<file path="src/rtl/hazard_scoreboard_unit.sv">
// Stall/flush control for hazards forwarding cannot resolve: load-use, long-op RAW/WAW,
// single-outstanding MUL/DIV occupancy and taken-branch flushes.
module hazard_scoreboard_unit #(
    parameter int REG_W   = 5,
    parameter int MAX_LAT = 64
) (
    input  logic             clk,
    input  logic             rst_n,
    input  logic [REG_W-1:0] Rs1_D,
    input  logic [REG_W-1:0] Rs2_D,
    input  logic [REG_W-1:0] RD_D,
    input  logic             RegWriteD,
    input  logic             LongOpD,
    input  logic [REG_W-1:0] RD_E,
    input  logic             LoadE,
    input  logic             PCSrcE,
    input  logic             LongDoneW,
    output logic             StallF,
    output logic             StallD,
    output logic             FlushD,
    output logic             FlushE,
    output logic             LongBusy,
    output logic             ProtoErr
);
    // state | meaning
    // IDLE  | no long op in flight, MUL/DIV unit free
    // BUSY  | one long op in flight, long_rd holds its destination
    typedef enum logic {IDLE = 1'b0, BUSY = 1'b1} state_t;

    localparam int NREG  = 1 << REG_W;
    localparam int LAT_W = $clog2(MAX_LAT + 1);
    localparam logic [LAT_W-1:0] LAT_MAX = LAT_W'(MAX_LAT);

    state_t            state, state_nxt;
    logic [NREG-1:0]   pending, pending_nxt, pend_eff;
    logic [REG_W-1:0]  long_rd, long_rd_nxt;
    logic [LAT_W-1:0]  lat_cnt, lat_nxt;
    logic              err, err_nxt;
    logic              done_ok, lw_stall, raw_stall, waw_stall, st_stall, stall, issue;

    always_ff @(posedge clk) begin
        if (!rst_n) begin
            state   <= IDLE;
            pending <= '0;
            long_rd <= '0;
            lat_cnt <= '0;
            err     <= 1'b0;
        end else begin
            state   <= state_nxt;
            pending <= pending_nxt;
            long_rd <= long_rd_nxt;
            lat_cnt <= lat_nxt;
            err     <= err_nxt;
        end
    end

    // A completing op releases its register in the same cycle so dependents need not wait an extra cycle.
    always_comb begin
        done_ok   = LongDoneW & (state == BUSY);
        pend_eff  = pending;
        if (done_ok)
            pend_eff[long_rd] = 1'b0;
        lw_stall  = LoadE & (RD_E != '0) & ((RD_E == Rs1_D) | (RD_E == Rs2_D));
        raw_stall = pend_eff[Rs1_D] | pend_eff[Rs2_D];
        waw_stall = RegWriteD & pend_eff[RD_D];
        st_stall  = LongOpD & (state == BUSY) & ~done_ok;
        stall     = lw_stall | raw_stall | waw_stall | st_stall;
        issue     = LongOpD & ~stall & ~PCSrcE;
    end

    always_comb begin
        state_nxt   = state;
        long_rd_nxt = long_rd;
        lat_nxt     = lat_cnt;
        err_nxt     = err;
        pending_nxt = pend_eff;
        if (issue && RegWriteD && (RD_D != '0))
            pending_nxt[RD_D] = 1'b1;
        pending_nxt[0] = 1'b0;
        case (state)
            IDLE: begin
                if (LongDoneW)
                    err_nxt = 1'b1;
                if (issue) begin
                    state_nxt   = BUSY;
                    long_rd_nxt = RD_D;
                    lat_nxt     = '0;
                end
            end
            BUSY: begin
                if (lat_cnt == LAT_MAX)
                    err_nxt = 1'b1;
                if (issue) begin
                    long_rd_nxt = RD_D;
                    lat_nxt     = '0;
                end else if (done_ok) begin
                    state_nxt = IDLE;
                    lat_nxt   = '0;
                end else if (lat_cnt != LAT_MAX) begin
                    lat_nxt = lat_cnt + 1'b1;
                end
            end
            default: state_nxt = IDLE;
        endcase
    end

    always_comb begin
        StallF   = rst_n & stall;
        StallD   = rst_n & stall;
        FlushD   = rst_n & PCSrcE;
        FlushE   = rst_n & (stall | PCSrcE);
        LongBusy = rst_n & (state == BUSY);
        ProtoErr = rst_n & err;
    end
endmodule
</file>
<file path="config.mk">
export PLATFORM = sky130hd
export DESIGN_NAME = hazard_scoreboard_unit
export DESIGN_NICKNAME = d
export VERILOG_FILES = /design/src/rtl/hazard_scoreboard_unit.sv
export SDC_FILE = /design/constraint.sdc
export NUM_CORES = 1
export LEC_CHECK = 0
export ABC_AREA = 1
export CAP_MARGIN = 20
export CORE_AREA = 2 2 81 83
export DETAILED_ROUTE_END_ITERATION = 10
export DIE_AREA = 0 0 83 85
export GPL_ROUTABILITY_DRIVEN = 0
export GPL_TIMING_DRIVEN = 0
export PLACE_DENSITY = 0.77
export SYNTH_ARGS = -nofsm -noshare
export SYNTH_HDL_FRONTEND = slang
export SYNTH_SLANG_ARGS = --single-unit
</file>
<file path="constraint.sdc">
create_clock -name clk -period 2.6 [get_ports clk]
set_clock_uncertainty 0.15 [all_clocks]
set_input_delay 0.39 -clock clk [delete_from_list [all_inputs] [get_ports clk]]
set_output_delay 0.39 -clock clk [all_outputs]
set_load 0.005 [all_outputs]
</file>
==> run summary <==
critical path type - flop to output pin
Mean Syn Cell Area - 5.81 µm²
Vias - 4,556
Leak - 1.85 nW
Die W - 83 µm
first-pass GRT wire length - 19,200 µm
Cell variety after synth - 30
top_reg_cell synth - dfxtp_1
sequential share of power - 41.9%
Routed WL per cell - 18.0 µm
CP Launch Type - flop
TritonCTS clock tree - done
Worst path slowest cell - dfxtp_4
Cell Int Power - 1.11 mW
share of cells above drive strength 1 - 25.5%
largest fanout on the critical path - 6
Worst path depth - 17
DIE HEIGHT - 85 µm
fin crit period - 3.17 ns
die footprint - 7060 µm²
cts bufs inserted - 5
fin nets - 680
Clock Latency Late Sink - 0.32 ns
WHS - 0.289 ns
register area share after synthesis - 26.8%
Mapped Nets - 607
antenna violations before repair - 0
placed cell count - 686
worst slew pin tran - 0.893 ns
# H-tree levels - 2
Synth async-reset ratio - 0%
CP dominant cell by count - nand2_1
Gate power share - 28.6%
total gr overflow - 0
Worst EP required - 2.06 ns
initial drt markers - 583
WP buf/inv - 4
Rows - 29
area of the multi-input gates - 2510 µm²
max cap viols - 0
Final Max Tran Viols - 0
GRT Total Usage - 33.6%
diodes inserted - 0
Final ANT Viol Nets - 0
Psw - 0.567 mW
commonest non-fill, non-tap cell in the layout - nand2_1
Final Non-Filler Cells - 729
PortBufs - 31
status - finished, violations left
Setup-failing EPs final - 24
r2r startpoint - state
Total Wirelength - 13,200 µm
mapped cell area - 3360 µm²
f_max - 0.315 GHz
boundary pin count - 33
RSZ-0062 raised after global routing - true
vias in the first global route - 3,993
Area Overhead vs Synth - 37.7%
#FFs+latches synth - 45
Initial Util - 54.1%
Tightest Hold Check Type - primary input to flop
Fin. Hold Viols - 0
CP top delay family - simple AND/OR/NAND/NOR gates
largest net degree at the start of global routing - 16
CP Data Arrival Time - 2.63 ns
pwr/cell area - 363 nW/µm²
most frequent cells in the layout - nand2_1 (129), nor2_1 (66), nand3_1 (63), nand2_2 (45)
max_slew headroom - 40.3%
vias per cell - 6.25
Hold Startpoint - RD_D[0]
CTS root buffer - clkbuf_8
failing checks - negative setup slack
Switching Share - 33.8%
Max rail drop VDD - 0.000237 V
Max clock buf depth - 2
CP peak stage delay - 0.41 ns
Layout fillers - 488
Syn Inst Count - 578
Worst setup EP type - output pin
HPWL after DPL - 8430 µm
Worst-path clk slew - 0.10 ns
area taken by flip-flops and latches - 923 µm²
Synth Warn # - 0
Tcrit/Tclk final - 122%
Post-synth EDFFs - 0
crit path launch - state
R2R depth - 22
# DRC - 0
drt pass-1 iters - 9
Cells on Worst Hold Path - 3
setup_tns - -6.57 ns
Final Worst Setup Slack - -0.571 ns
core area - 6200 µm²
cells along the critical path - nand2_8, nor2_4, nand2_1, nand2_1, nand2_1, nand3_1, nand2_1, nand2_1, nor2_1, nand3_1, nand3_2, nor2_4, buf_6, buf_8, nor2_4, buf_6, buf_6
clock sinks - 45
part of the power in the clock network - 29.5%
## per-layer routing
layer  global-route usage, %  share of wire [%]
met2                    53.9                 45
met1                    43.0                 38
met4                    18.6                5.7
met3                    5.74                 11
met5                       0                  0
## logic make-up (layout without fill, tap and decap cells)
family / after synthesis / in the layout / synth area share (%)
AO/OA/AOI/OAI: 62 / 62 / 9.80
XOR/XNOR: 10 / 10 / 2.61
adder cells (fa/ha/maj): 2 / 2 / 0.745
buffers and inverters: 72 / 146 / 8.98
flip-flops: 45 / 45 / 26.8
AND/OR/NAND/NOR: 387 / 387 / 51.0
## registers in the layout (all words and copies together) (netlist names)
name / flops
pending: 31
lat_cnt: 7
long_rd: 5
err: 1
state: 1
## cells in the mapped netlist, types with 2 or more instances
cell | instances | share of area (%)
nor2_1 | 77 | 8.6
o21ai_2 | 2 | 0.52
buf_2 | 4 | 0.60
inv_1 | 49 | 5.5
nor3_1 | 10 | 1.5
nor2_4 | 5 | 1.7
xnor2_1 | 5 | 1.3
clkinv_1 | 2 | 0.22
nand4_1 | 41 | 7.6
o21ai_0 | 6 | 0.89
ha_1 | 2 | 0.75
clkbuf_1 | 11 | 1.2
nand3_1 | 71 | 11
nand2_1 | 179 | 20
o21ai_1 | 2 | 0.30
dfxtp_1 | 45 | 27
a21boi_0 | 2 | 0.45
a21oi_1 | 47 | 7.0
buf_6 | 3 | 1.0
xor2_1 | 5 | 1.3
## worst min-delay path, stage by stage
cell      delay [ns]
clkbuf_4        0.17
nand3_1         0.10
a21oi_1         0.07
## repair_timing
item,4_1_cts,5_1_grt
pin swaps,19,29
buffers inserted,14,22
gates resized for setup,118,71
hold buffers,0,0
setup endpoints to repair,47,47
## final cells by class
class	count	area share, %
buffer	20	3.36
clock buffer	6	1.79
clock inverter	2	0.379
inverter	52	4.68
multi-input combinational	461	54.4
sequential	45	20.0
tap	77	2.08
timing repair buffer	66	13.4
## per-stage QoR
stage | utilization [%] | setup WS [ns] | total power, mW | cell area [µm²]
after floorplan | - | 0.0495 | 0.934 | 3360
after global placement | 60.7 | -1.32 | 1.06 | 3760
after detailed placement | 60.7 | -1.35 | 1.07 | 3760
after CTS | 68.2 | -0.448 | 1.58 | 4230
after global routing | 74.5 | -0.619 | 1.72 | 4620
final | 74.5 | -0.571 | 1.68 | 4620
## power by group through the flow
stage	combinational, mW	sequential [mW]	clock (mW)
2_1_floorplan	0.217	0.716	0
6_report	0.479	0.701	0.495
3_3_place_gp	0.346	0.717	0
4_1_cts	0.395	0.701	0.481
3_5_place_dp	0.349	0.718	0
5_1_grt	0.507	0.702	0.512
## path summary, 6_finish.rpt
| kind | end | slack [ns] |
|---|---|---|
| max | StallF | -0.57 |
| min | long_rd[0] | 0.29 |
| max reg2reg | pending[7] | -0.46 |
| min reg2reg | err | 0.34 |
(Power assumes the default switching activity.)
